## src/rtl/iram_loader.sv

```systemverilog
// iram_loader: framed byte-stream loader for the instruction RAM.
// Parses MAGIC/COUNT/data/CSUM and holds the core while a load runs.
module iram_loader #(
  parameter int         IRAM_DEPTH = 1024,
  parameter logic [7:0] MAGIC      = 8'hA5,
  parameter int         TIMEOUT    = 50000
) (
  input  logic        clk,
  input  logic        rst,
  input  logic        byte_valid,
  input  logic [7:0]  byte_data,
  output logic        byte_ready,
  output logic        iram_we,
  output logic [31:0] iram_waddr,
  output logic [31:0] iram_wdata,
  output logic        core_hold,
  output logic        load_done,
  output logic        load_err
);

  localparam int IW = $clog2(TIMEOUT + 1);
  localparam logic [31:0] DEPTH = 32'(IRAM_DEPTH);

  typedef enum logic [2:0] {
    S_IDLE,
    S_LEN0,
    S_LEN1,
    S_DATA,
    S_CSUM,
    S_DONE,
    S_ERR
  } state_t;

  state_t state;
  state_t state_n;

  logic          ready_q;
  logic          done_q;
  logic [15:0]   cnt;
  logic [15:0]   widx;
  logic [1:0]    lane;
  logic [23:0]   wbuf;
  logic [7:0]    sum;
  logic [IW-1:0] idle;

  logic        acc;
  logic        take;
  logic        in_frame;
  logic        tmo;
  logic        magic;
  logic        last;
  logic [15:0] count_n;

  assign acc      = byte_valid && ready_q;
  assign in_frame = (state == S_LEN0) || (state == S_LEN1) ||
                    (state == S_DATA) || (state == S_CSUM);
  // A timeout wins over a byte arriving on the same cycle.
  assign tmo      = in_frame && (idle == IW'(TIMEOUT));
  assign take     = acc && !tmo;
  assign magic    = (byte_data == MAGIC);
  assign count_n  = {byte_data, cnt[7:0]};
  assign last     = (widx == cnt - 16'd1);

  always_ff @(posedge clk) begin
    if (rst) begin
      state <= S_IDLE;
    end else begin
      state <= state_n;
    end
  end

  always_comb begin
    state_n = state;
    unique case (state)
      S_IDLE, S_DONE, S_ERR: begin
        if (take && magic) state_n = S_LEN0;
      end
      S_LEN0: begin
        if (tmo) state_n = S_ERR;
        else if (take) state_n = S_LEN1;
      end
      S_LEN1: begin
        if (tmo) begin
          state_n = S_ERR;
        end else if (take) begin
          if ({16'd0, count_n} > DEPTH) state_n = S_ERR;
          else if (count_n == 16'd0) state_n = S_CSUM;
          else state_n = S_DATA;
        end
      end
      S_DATA: begin
        if (tmo) state_n = S_ERR;
        else if (take && lane == 2'd3 && last) state_n = S_CSUM;
      end
      S_CSUM: begin
        if (tmo) state_n = S_ERR;
        else if (take) state_n = (byte_data == sum) ? S_DONE : S_ERR;
      end
      default: state_n = S_IDLE;
    endcase
  end

  always_comb begin
    core_hold = 1'b0;
    load_err  = 1'b0;
    unique case (1'b1)
      in_frame: core_hold = 1'b1;
      state == S_ERR: begin
        core_hold = 1'b1;
        load_err  = 1'b1;
      end
      default: ;
    endcase
  end

  assign byte_ready = ready_q;
  assign load_done  = done_q;

  always_ff @(posedge clk) begin
    if (rst) begin
      ready_q    <= 1'b0;
      done_q     <= 1'b0;
      iram_we    <= 1'b0;
      iram_waddr <= '0;
      iram_wdata <= '0;
      cnt        <= '0;
      widx       <= '0;
      lane       <= '0;
      wbuf       <= '0;
      sum        <= '0;
      idle       <= '0;
    end else begin
      ready_q <= 1'b1;
      iram_we <= 1'b0;
      done_q  <= 1'b0;
      if (!in_frame || acc) idle <= '0;
      else idle <= idle + IW'(1);
      if (take) begin
        unique case (state)
          S_IDLE, S_DONE, S_ERR: begin
            if (magic) begin
              cnt  <= '0;
              widx <= '0;
              lane <= '0;
              wbuf <= '0;
              sum  <= '0;
            end
          end
          S_LEN0: cnt[7:0] <= byte_data;
          S_LEN1: cnt[15:8] <= byte_data;
          S_DATA: begin
            sum  <= sum + byte_data;
            lane <= lane + 2'd1;
            unique case (lane)
              2'd0: wbuf[7:0]   <= byte_data;
              2'd1: wbuf[15:8]  <= byte_data;
              2'd2: wbuf[23:16] <= byte_data;
              default: begin
                iram_we    <= 1'b1;
                iram_waddr <= {16'd0, widx};
                iram_wdata <= {byte_data, wbuf};
                widx       <= widx + 16'd1;
              end
            endcase
          end
          S_CSUM: done_q <= (byte_data == sum);
          default: ;
        endcase
      end
    end
  end

endmodule

```

## config.mk

```make
export PLATFORM = sky130hd
export DESIGN_NAME = iram_loader
export DESIGN_NICKNAME = d
export VERILOG_FILES = /design/src/rtl/iram_loader.sv
export SDC_FILE = /design/constraint.sdc
export NUM_CORES = 1
export LEC_CHECK = 0
export ABC_AREA = 1
export BUFFER_PORTS_ARGS = -buffer_cell sky130_fd_sc_hd__buf_2
export CELL_PAD_IN_SITES_DETAIL_PLACEMENT = 1
export CELL_PAD_IN_SITES_GLOBAL_PLACEMENT = 1
export CORE_MARGIN = 8
export CORE_UTILIZATION = 45
export DETAILED_ROUTE_END_ITERATION = 6
export PLACE_DENSITY_LB_ADDON = 0.1
export SYNTH_ARGS = -nofsm -noshare
export SYNTH_HDL_FRONTEND = slang
export SYNTH_SLANG_ARGS = --single-unit
```

## constraint.sdc

```tcl
create_clock -name clk -period 5.55 [get_ports clk]
set_input_delay 0.555 -clock clk [delete_from_list [all_inputs] [get_ports clk]]
set_output_delay 0.555 -clock clk [all_outputs]
set_load 0.02 [all_outputs]
```

==> impl_metrics.toml, run 1 <==
[run_status]
run_status = "finished, final reports clean"

[final_layout]
post-route-cell-area_mm2 = 0.00760
diode_count = 0
finish.net_count = 1021
area.growth.synth_to_final_pct = 13.6
layout.cells.non_filler = 1189
ratio_of_cells_with_drive_above_1_in_the_final_layout = 0.132
layout.core_utilization = 0.523

[die]
floorplan.initialDensity = 0.461
area_of_the_core_region_mm2 = 0.0145
floorplan.die.height_um = 138
dieWidth_um = 138
floorplan.io_pins = 80
num_rows = 44
die-area_mm2 = 0.0190

[pwr]
power_frac_seq = 0.401
vdd_drop_max_mv = 0.165
swShare = 0.316
cell_internal_pwr_uw = 1740
total_switching_power_uw = 805
p_leak_uw = 0.00328
power.share.combinational = 0.178
clock_network_power_share = 0.421
p_per_area_mw_per_mm2 = 335

[clocking]
cts.path.max_buffers = 2
cts_tree = "yes"
clkSinkCount = 136
cts_hold_repair.buffers = 0
clockRootBuffer = "sky130_fd_sc_hd__clkbuf_16"
cts_max_level = 4
postCtsSetupRepairBufs = 0
cts_resized = 0
clock_insertion_delay_worst_skew_ns = 0.42
cts_clock_pin_slew_for_the_worst_setup_and_hold_paths_ns = 0.06
cts_made_buffers = 17

[setup_path]
critPathArrivalTime_ns = 3.57
r2r_cells = 13
path_cells = "inv_1, ha_1, nand2_1, inv_1, nand2_1, nor2_1, nand3_4, nand2_4, inv_6, nand3_2, inv_2, o21ai_0, a21oi_1"
critPathCaptureType = "register"
type_of_origin_of_the_critical_path = "register"
critPathMaxFanout = 68
cp_data_required_time_ns = 5.89
r2r_setup_slack_ns = 2.32
worst_r2r_startpoint = "idle[0]"
critPathSlowestCell = "sky130_fd_sc_hd__inv_2"
path_class = "register to register"
max_stage_delay_ns = 1.06
reg2reg_to = "iram_waddr[3]"
cp.buffers_inverters = 4
crit_family = "buffers and inverters"

[timing]
final.setup.tns_ns = 0
final-hold-violation-count = 0
fin_worst_skew_ns = 0.00747
max_freq_ghz = 0.309
finalCriticalPeriod_ns = 3.23
whs_ns = 0.433
timing.max_slew.rel_slack = 0.279
drv_slew = 0
max_slew.worst_pin.slew_ns = 1.08
finalSetupViolCount = 0
grt_setup_unrepaired = "false"
post-route-period-util = 0.583

[worst_hold_path]
min_delay_worst_endpoint = "cnt[5]"
worstHoldStart = "byte_data[5]"
holdCritPathClass = "input port to register"
hold-path-cell-count = 3

[place]
io_buffers = 63
dp_hpwl_mm = 14.2
placement.cell_area_mm2 = 0.00705
placedCellCount = 1157
globalplace.congestion = 0.834

[global_route]
gr_util_all_layers = 0.214
global_route.peak_usage_layer = "met2"
first_pass_grt_wire_length_mm = 32.2
gr-total-overflow = 0
number_of_antenna_violations_at_the_first_check_in_global_routing = 0
met3_track_demand_over_resource_in_global_routing = 0.0424
grt_pass1_vias = 6574
groute.layer.met2.usage = 0.370
pin_count_of_the_biggest_net_entering_global_routing = 69
grt_util_met1 = 0.253

[route]
drt-initial-drc-count = 241
antenna_left = 0
firstDrtPassIters = 4
vias = 6233
detail_route.wl_per_cell_um = 16.4
remaining_drc_errors = 0
postRouteWirelength_mm = 19.5
post_drt_via_cell_ratio = 5.24

[logic_synthesis]
yosysWarnings = 0
ys_types = 43
synthesis.instances = 936
yosys_register_bits = 136
mappedNetlistArea_mm2 = 0.00669
avgSynthCellArea_um2 = 7.15
seq_area_frac_synth = 0.407

[job]
count_of_max_cap_constraint_violations = 0
[worst min-delay path, delay by kind of cell]
kind	cells	cell delay, ns
buffers and inverters	1	0.13
AND/OR/NAND/NOR	1	0.07
AO/OA/AOI/OAI	1	0.06
[registers in the layout (all words and copies together) (netlist names)]
| signal | count |
|---|---|
| idle | 16 |
| iram_we | 1 |
| widx | 16 |
| load_done | 1 |
| state | 3 |
| byte_ready | 1 |
| wbuf | 24 |
| lane | 2 |
| cnt | 16 |
| iram_wdata | 32 |
| sum | 8 |
| iram_waddr | 16 |
[routing by layer]
layer	vias up	wire length [um]
li1	3123	-
met1	2981	8820
met2	100	9530
met3	29	705
met4	0	418
met5	-	0
[layout by cell type, fill, tap and decap left out, types with 6 or more instances in the layout]
cell type                     n
sky130_fd_sc_hd__conb_1      16
sky130_fd_sc_hd__nor3_1      16
sky130_fd_sc_hd__inv_2        6
sky130_fd_sc_hd__inv_1       76
sky130_fd_sc_hd__nand2_1    254
sky130_fd_sc_hd__nand4_1      6
sky130_fd_sc_hd__xor2_1      11
sky130_fd_sc_hd__nand2_4     11
sky130_fd_sc_hd__nand3_1     51
sky130_fd_sc_hd__ha_1        17
sky130_fd_sc_hd__xnor2_1      7
sky130_fd_sc_hd__buf_2       63
sky130_fd_sc_hd__dfxtp_1    136
sky130_fd_sc_hd__nor2_1      88
sky130_fd_sc_hd__clkbuf_16   17
sky130_fd_sc_hd__o21ai_0     38
sky130_fd_sc_hd__a21oi_1    127
sky130_fd_sc_hd__nor4_1       6
[cells by family (layout without fill, tap and decap cells)]
family	count (synthesis)	after routing	synth area share
and+or+nand+nor	462	462	0.315
buffers and inverters	125	179	0.0852
other	1	16	0.000560
DFF	136	136	0.407
xor gates and xnor gates	18	18	0.0236
AOI/OAI and AO/OA	176	176	0.134
adders and majority gates	18	18	0.0348
[final cells by class]
cell class | count | area, um2
clock buffer | 19 | 433
multi-input combinational | 690 | 3460
tap | 184 | 230
timing repair buffer | 64 | 323
sequential | 136 | 2720
inverter | 83 | 317
clock inverter | 13 | 123
fill | 1918 | 6930
[how the worst max path moves through the flow]
| stage | start | end | slack, ns | cells past startpoint |
|---|---|---|---|---|
| after detailed placement | idle[0] | iram_waddr[3] | 2.29 | 13 |
| after CTS | idle[0] | iram_waddr[3] | 2.24 | 13 |
| after global placement | idle[0] | iram_wdata[5] | 2.45 | 13 |
| final | idle[0] | iram_waddr[3] | 2.32 | 13 |
| after floorplan | byte_data[0] | sum[6] | 3.61 | 10 |
| after global routing | idle[0] | iram_waddr[2] | 1.96 | 13 |
[cell usage after synthesis, drive strengths merged]
cell type    n  share of area
dfxtp      136           0.41
and2         3         0.0028
o211ai       1         0.0011
ha          17          0.032
inv         83          0.047
xor2        11          0.014
o21a         1         0.0011
o21bai       2         0.0022
a21oi      127          0.095
nand4        7         0.0088
buf         27          0.030
xnor2        7         0.0092
nor2        94          0.059
nor3b        3         0.0034
or2          4         0.0037
nand3       55          0.046
nand3b       3         0.0034
nand2      267           0.16
a31oi        2         0.0019
o21ai       42          0.032
o22ai        1        0.00094
nor3        20          0.019
clkbuf      15         0.0084
fa           1         0.0030
nor4         6         0.0056
conb         1        0.00056
[power groups by stage]
stage          logic (uW)  registers (uW)  clock network (uW)
6_report              453            1020                1070
5_1_grt               510            1030                1130
4_1_cts               457            1020                1090
3_5_place_dp          453            1040                   0
3_3_place_gp          445            1040                   0
2_1_floorplan         362            1040                   0
[per-stage QoR]
stage,setup WS [ns],total power [uW]
detailed placement,2.29,1500
CTS,2.24,2570
finish,2.32,2550
global placement,2.45,1490
floorplan,3.61,1400
global route,1.96,2670
(Power assumes the default switching activity.)
==> run 2: changes to the inputs <==
--- a/config.mk
+++ b/config.mk
@@ -10,7 +10,7 @@
 export CELL_PAD_IN_SITES_DETAIL_PLACEMENT = 1
 export CELL_PAD_IN_SITES_GLOBAL_PLACEMENT = 1
 export CORE_MARGIN = 8
-export CORE_UTILIZATION = 45
+export CORE_UTILIZATION = 38
 export DETAILED_ROUTE_END_ITERATION = 6
 export PLACE_DENSITY_LB_ADDON = 0.1
 export SYNTH_ARGS = -nofsm -noshare
==> constraint.sdc (replaced) <==
create_clock -name clk -period 2.8 [get_ports clk]
set_input_delay 0.28 -clock clk [delete_from_list [all_inputs] [get_ports clk]]
set_output_delay 0.28 -clock clk [all_outputs]
set_load 0.02 [all_outputs]
==> run 2 against run 1 <==
  * Clock skew up 0.0028 ns
  * Wire length is 3.7% higher
  * Worst hold slack got worse by 0.25 ns
  * Die area up 16%
  * Clock-buffer cell count decreased by 2
  * Total power increased by 100%
  * Global-route usage fell by 2.7 points
  * Clock power rose by 100%
  * Setup slack lost 1.8 ns
  * Cell area increased by 1.9%
  * Final cell count increased by 4.1%
==> impl_metrics.toml, run 2 (synthesized netlist as in run 1, its figures left out) <==
[final_layout]
finish.net_count = 1029
largest_register_ffs = 32
ratio_of_cells_with_drive_above_1_in_the_final_layout = 0.141
final_common_cell = "sky130_fd_sc_hd__nand2_1"
post-route-cell-area_mm2 = 0.00775
top_regs = "iram_wdata: 32 flops, wbuf: 24 flops"
top_register = "iram_wdata"
layout.core_utilization = 0.449
layout.cells.non_filler = 1238
diode_count = 0
area.growth.synth_to_final_pct = 15.7
highest_count_cells_in_the_layout_ignoring_fill_and_taps = "254 x sky130_fd_sc_hd__nand2_1, 136 x sky130_fd_sc_hd__dfxtp_1, 127 x sky130_fd_sc_hd__a21oi_1"

[setup_path]
critPathCaptureType = "register"
cp_data_required_time_ns = 3.11
type_of_origin_of_the_critical_path = "register"
critPathArrivalTime_ns = 2.57
path_class = "register to register"
critPathMaxFanout = 14

[route]
vias = 6130
remaining_drc_errors = 0
detail_route.wl_per_cell_um = 16.3
drt-initial-drc-count = 327
post_drt_via_cell_ratio = 4.95
antenna_left = 0
firstDrtPassIters = 4
postRouteWirelength_mm = 20.2

[clocking]
cts_resized = 0
cts_hold_repair.buffers = 0
cts.path.max_buffers = 2
cts_max_level = 4
postCtsSetupRepairBufs = 0
cts_made_buffers = 17
cts_clock_pin_slew_for_the_worst_setup_and_hold_paths_ns = 0.07
cts_tree = "yes"
clockRootBuffer = "sky130_fd_sc_hd__clkbuf_16"
clkSinkCount = 136
clock_insertion_delay_worst_skew_ns = 0.42

[timing]
timing.max_slew.rel_slack = 0.456
drv_slew = 0
max_slew.worst_pin.slew_ns = 0.815
post-route-period-util = 0.809
final.setup.tns_ns = 0
fin_worst_skew_ns = 0.0103
whs_ns = 0.185
finalSetupViolCount = 0
finalCriticalPeriod_ns = 2.26
final-hold-violation-count = 0
grt_setup_unrepaired = "false"
max_freq_ghz = 0.442

[pwr]
p_leak_uw = 0.00333
vdd_drop_max_mv = 0.447
p_per_area_mw_per_mm2 = 663
swShare = 0.334
cell_internal_pwr_uw = 3420
total_switching_power_uw = 1720
power.share.combinational = 0.180
power_frac_seq = 0.394
clock_network_power_share = 0.426

[run_status]
run_status = "finished, final reports clean"

[worst_hold_path]
holdCritPathClass = "input port to register"

[global_route]
gr-total-overflow = 0
first_pass_grt_wire_length_mm = 33.0
pin_count_of_the_biggest_net_entering_global_routing = 73
grt_pass1_vias = 6265
gr_util_all_layers = 0.187
number_of_antenna_violations_at_the_first_check_in_global_routing = 0

[die]
floorplan.io_pins = 80
num_rows = 48
floorplan.initialDensity = 0.388
floorplan.die.height_um = 149
area_of_the_core_region_mm2 = 0.0172
dieWidth_um = 149
die-area_mm2 = 0.0221

[place]
globalplace.congestion = 0.818
placement.cell_area_mm2 = 0.00717
placedCellCount = 1206
dp_hpwl_mm = 15.0
io_buffers = 63

[job]
count_of_max_cap_constraint_violations = 0
## run 2: cell count changes in the layout (fill, tap and decap cells not counted), moves of 2 or more
cell	change
sky130_fd_sc_hd__clkinv_2	-3
sky130_fd_sc_hd__inv_6	+3
sky130_fd_sc_hd__clkbuf_1	-2
sky130_fd_sc_hd__buf_4	+7
sky130_fd_sc_hd__inv_8	+4
## run 2: area by class of cell
cell class / count / area, um2
Timing Repair Buffer: 72 / 395
Clock buffer: 17 / 425
Sequential cell: 136 / 2720
Clock inverter: 15 / 149
Multi-Input combinational cell: 690 / 3460
Tap cell: 225 / 282
Inverter: 83 / 317
Fill cell: 2210 / 9490
## run 2: stage by stage
step	power [uW]	worst slack, ns
finish	5140	0.535
global route	5390	0.326
CTS	5200	0.514
detailed placement	2990	0.549
global placement	2980	0.586
floorplan	2770	1.03
## run 2: path summary, 6_finish.rpt
check	to	slack (ns)	start	cells after the start
setup / recovery	widx[11]	0.54	state[0]	10
hold / removal	cnt[15]	0.19	byte_data[7]	3
setup reg to reg	widx[11]	0.54	state[0]	10
hold reg to reg	iram_wdata[7]	0.46	iram_wdata[7]	2
## run 2: power groups by stage
stage	clock [uW]	combinational (uW)	sequential, uW
after floorplan	0	718	2060
after global placement	0	919	2070
after detailed placement	0	926	2070
after CTS	2240	933	2020
final	2190	925	2020
after global routing	2310	1050	2030
## run 2: metal layers
metal / part of all wire / track usage / wire [um]
met5: 0 / 0 / 0
met1: 0.48 / 0.244 / 9740
met4: 0.011 / 0.0510 / 227
met2: 0.47 / 0.308 / 9570
met3: 0.032 / 0.0365 / 651
## run 2: worst max-delay path: stages (launching register included)
cell and delay (ns):
sky130_fd_sc_hd__dfxtp_1 0.40, sky130_fd_sc_hd__inv_2 0.10, sky130_fd_sc_hd__nor3_4 0.36, sky130_fd_sc_hd__inv_2 0.22, sky130_fd_sc_hd__nand2_1 0.12, sky130_fd_sc_hd__o21ai_1 0.15
sky130_fd_sc_hd__nor2_8 0.29, sky130_fd_sc_hd__nand2_2 0.13, sky130_fd_sc_hd__nor3_1 0.18, sky130_fd_sc_hd__and2_1 0.15, sky130_fd_sc_hd__nor2_1 0.04
==> run 3: changes to the inputs <==
--- a/config.mk
+++ b/config.mk
@@ -5,12 +5,12 @@
 export SDC_FILE = /design/constraint.sdc
 export NUM_CORES = 1
 export LEC_CHECK = 0
-export ABC_AREA = 1
+export ABC_AREA = 0
 export BUFFER_PORTS_ARGS = -buffer_cell sky130_fd_sc_hd__buf_2
 export CELL_PAD_IN_SITES_DETAIL_PLACEMENT = 1
 export CELL_PAD_IN_SITES_GLOBAL_PLACEMENT = 1
 export CORE_MARGIN = 8
-export CORE_UTILIZATION = 38
+export CORE_UTILIZATION = 43
 export DETAILED_ROUTE_END_ITERATION = 6
 export PLACE_DENSITY_LB_ADDON = 0.1
 export SYNTH_ARGS = -nofsm -noshare
==> constraint.sdc (replaced) <==
create_clock -name clk -period 2.1 [get_ports clk]
set_input_delay 0.21 -clock clk [delete_from_list [all_inputs] [get_ports clk]]
set_output_delay 0.21 -clock clk [all_outputs]
set_load 0.02 [all_outputs]
==> run 3 against run 2 <==
  * The run now ends with setup timing left
  * Register-to-register slack worse by 1.1 ns
  * Combinational power fell by 74%
  * Sequential cell count did not move
  * Cell area is 40% higher
  * Largest cell class unchanged
  * First-iteration DRC count grew 140%
  * Critical path depth up 1
  * Area after synthesis fell by 0.67%
  * Highest routed layer unchanged
  * Sequential share of layout area shrank 9.9 points
  * Total power grew 18%
  * Largest power group unchanged
  * Setup slack worse by 1.1 ns
==> impl_metrics.toml, run 3 <==
[logic_synthesis]
synthesis.instances = 831
mappedNetlistArea_mm2 = 0.00665
synth_async_sr_flop_share = 0
yosysWarnings = 0
synthMostInstantiatedCell = "sky130_fd_sc_hd__nand2_1"
synth-edff-count = 0
synth_commonest_cells = "145 x sky130_fd_sc_hd__nand2_1, 136 x sky130_fd_sc_hd__dfxtp_1, 106 x sky130_fd_sc_hd__a21oi_1"
yosys_register_bits = 136
ys_types = 69
yosysTopAreaCell = "sky130_fd_sc_hd__dfxtp_1"
yosys_most_used_dff = "sky130_fd_sc_hd__dfxtp_1"
ys_top_cells_by_area = "sky130_fd_sc_hd__dfxtp_1 41%, sky130_fd_sc_hd__nand2_1 8.2%, sky130_fd_sc_hd__a21oi_1 8.0%, sky130_fd_sc_hd__nand3_1 4.1%, sky130_fd_sc_hd__xnor2_1 4.0%"
yosysTopAreaCellShare = 0.409
seq_area_frac_synth = 0.409
avgSynthCellArea_um2 = 8.00

[global_route]
grt_pass1_vias = 7883
gr-total-overflow = 0
number_of_antenna_violations_at_the_first_check_in_global_routing = 0
first_pass_grt_wire_length_mm = 45.9
pin_count_of_the_biggest_net_entering_global_routing = 71
gr_util_all_layers = 0.304

[die]
floorplan.io_pins = 80
num_rows = 45
dieWidth_um = 140
floorplan.die.height_um = 140
die-area_mm2 = 0.0197
area_of_the_core_region_mm2 = 0.0151
floorplan.initialDensity = 0.439

[route]
drt-initial-drc-count = 782
antenna_left = 0
postRouteWirelength_mm = 39.2
detail_route.wl_per_cell_um = 32.1
firstDrtPassIters = 5
remaining_drc_errors = 0
post_drt_via_cell_ratio = 6.61
vias = 8074

[final_layout]
area.growth.synth_to_final_pct = 63.1
diode_count = 0
final_common_cell = "sky130_fd_sc_hd__dfxtp_1"
layout.cells.non_filler = 1221
ratio_of_cells_with_drive_above_1_in_the_final_layout = 0.532
top_register = "iram_wdata"
finish.net_count = 1049
num-fill-cells = 1587
largest_register_ffs = 32
highest_count_cells_in_the_layout_ignoring_fill_and_taps = "125 x sky130_fd_sc_hd__dfxtp_1, 116 x sky130_fd_sc_hd__buf_4, 84 x sky130_fd_sc_hd__a21oi_2"
top_regs = "iram_wdata: 32 flops, wbuf: 24 flops"
post-route-cell-area_mm2 = 0.0108

[setup_path]
worst_r2r_startpoint = "cnt[1]"
r2r_cells = 11
cp_data_required_time_ns = 2.42
path_cells = "inv_2, ha_4, or4b_4, buf_4, nor3_1, xnor2_1, nand2_1, nor4_2, a21oi_4, o211ai_2, o31ai_2"
max_stage_delay_ns = 0.47
critPathMaxFanout = 6
critPathCaptureType = "register"
worstSetupStartpoint = "cnt[1]"
type_of_origin_of_the_critical_path = "register"
critPathArrivalTime_ns = 3.01
critPathSlowestCell = "sky130_fd_sc_hd__or4b_4"
path_class = "register to register"

[timing]
finalCriticalPeriod_ns = 2.69
timing.max_slew.rel_slack = 0.530
setup_slack_ns = -0.590
max_slew.worst_pin.slew_ns = 0.704
final-hold-violation-count = 0
max_freq_ghz = 0.372
drv_slew = 0
post-route-period-util = 1.28
fin_worst_skew_ns = 0.0102
grt_setup_unrepaired = "true"
finalSetupViolCount = 118

[worst_hold_path]
worstHoldStart = "byte_data[2]"
holdCritPathClass = "input port to register"
hold-path-cell-count = 4

[clocking]
clkSinkCount = 136
cts_clock_pin_slew_for_the_worst_setup_and_hold_paths_ns = 0.07
cts_hold_repair.buffers = 0
cts.path.max_buffers = 2
clock_insertion_delay_worst_skew_ns = 0.45
clockRootBuffer = "sky130_fd_sc_hd__clkbuf_16"
cts_made_buffers = 17
cts_tree = "yes"
cts_max_level = 4

[run_status]
run_status = "finished, violations left"
violations = "setup timing"

[place]
placedCellCount = 1138
globalplace.congestion = 0.830
io_buffers = 63
dp_hpwl_mm = 16.1
placement.cell_area_mm2 = 0.00790

[pwr]
p_per_area_mw_per_mm2 = 561
p_leak_uw = 0.00423
vdd_drop_max_mv = 0.782

[job]
count_of_max_cap_constraint_violations = 0
## run 3: logic make-up after synthesis
family                     share of synthesized area
buffers and inverters                         0.0685
xor gates and xnor gates                      0.0659
adders and majority gates                     0.0350
and+or+nand+nor                                0.260
muxes                                         0.0107
AOI/OAI and AO/OA                              0.150
other                                       0.000564
DFF                                            0.409
## run 3: area by class of cell
type                       instances  area [um2]  share of cell area
tap                              188         235              0.0217
timing repair buffer             231        2140               0.198
clock buffer                      18         429              0.0396
multi-input combinational        618        5060               0.467
clock inverter                    14         175              0.0162
sequential                       136        2740               0.253
inverter                          16        62.6             0.00577
## run 3: critical path, delay by kind of cell, from the launching register on
family                     cells  cell delay (ns)
DFF                            1             0.32
adders and majority gates      1             0.14
and+or+nand+nor                4             1.22
AOI/OAI and AO/OA              3             0.45
buffers and inverters          2             0.26
xor gates and xnor gates       1             0.17
## run 3: metal layers
layer / part of all wire / track usage
met3: 0.080 / 0.0673
met5: 0 / 0
met1: 0.35 / 0.336
met2: 0.48 / 0.537
met4: 0.089 / 0.155
## run 3: power by group
| group | leakage [uW] | total (uW) | switching [uW] | internal [uW] |
|---|---|---|---|---|
| Sequential | 0.00110 | 2580 | 0.484 | 2580 |
| Clock | 0.000287 | 3260 | 1390 | 1880 |
| Combinational | 0.00284 | 245 | 184 | 60.7 |
## run 3: worst paths after layout
| check | endpoint | slack, ns |
|---|---|---|
| min reg2reg | iram_waddr[5] | 0.47 |
| min | iram_wdata[26] | 0.24 |
| max reg2reg | state[0] | -0.59 |
| max | state[0] | -0.59 |
## run 3: stage by stage
stage	worst slack, ns	hold WS (ns)	util	TNS (ns)	total power (uW)
final	-0.590	0.241	0.716	-46.86	6090
after global routing	-0.656	0.235	0.716	-48.09	6180
after CTS	-0.435	0.211	0.659	-10.25	5910
after detailed placement	-0.494	0.445	0.521	-10.69	2820
after global placement	-0.372	0.441	0.521	-6.04	2820
after floorplan	-0.464	0.346	-	-1.15	2760
## run 3: repair_timing
| item | in CTS | in global routing |
|---|---|---|
| setup endpoints to repair | 111 | 118 |
| pin swaps | 116 | 81 |
| cloned | 14 | 2 |
| gates resized for setup | 221 | 172 |
| buffers inserted | 26 | 17 |
| endpoints found under the hold margin | 0 | 0 |
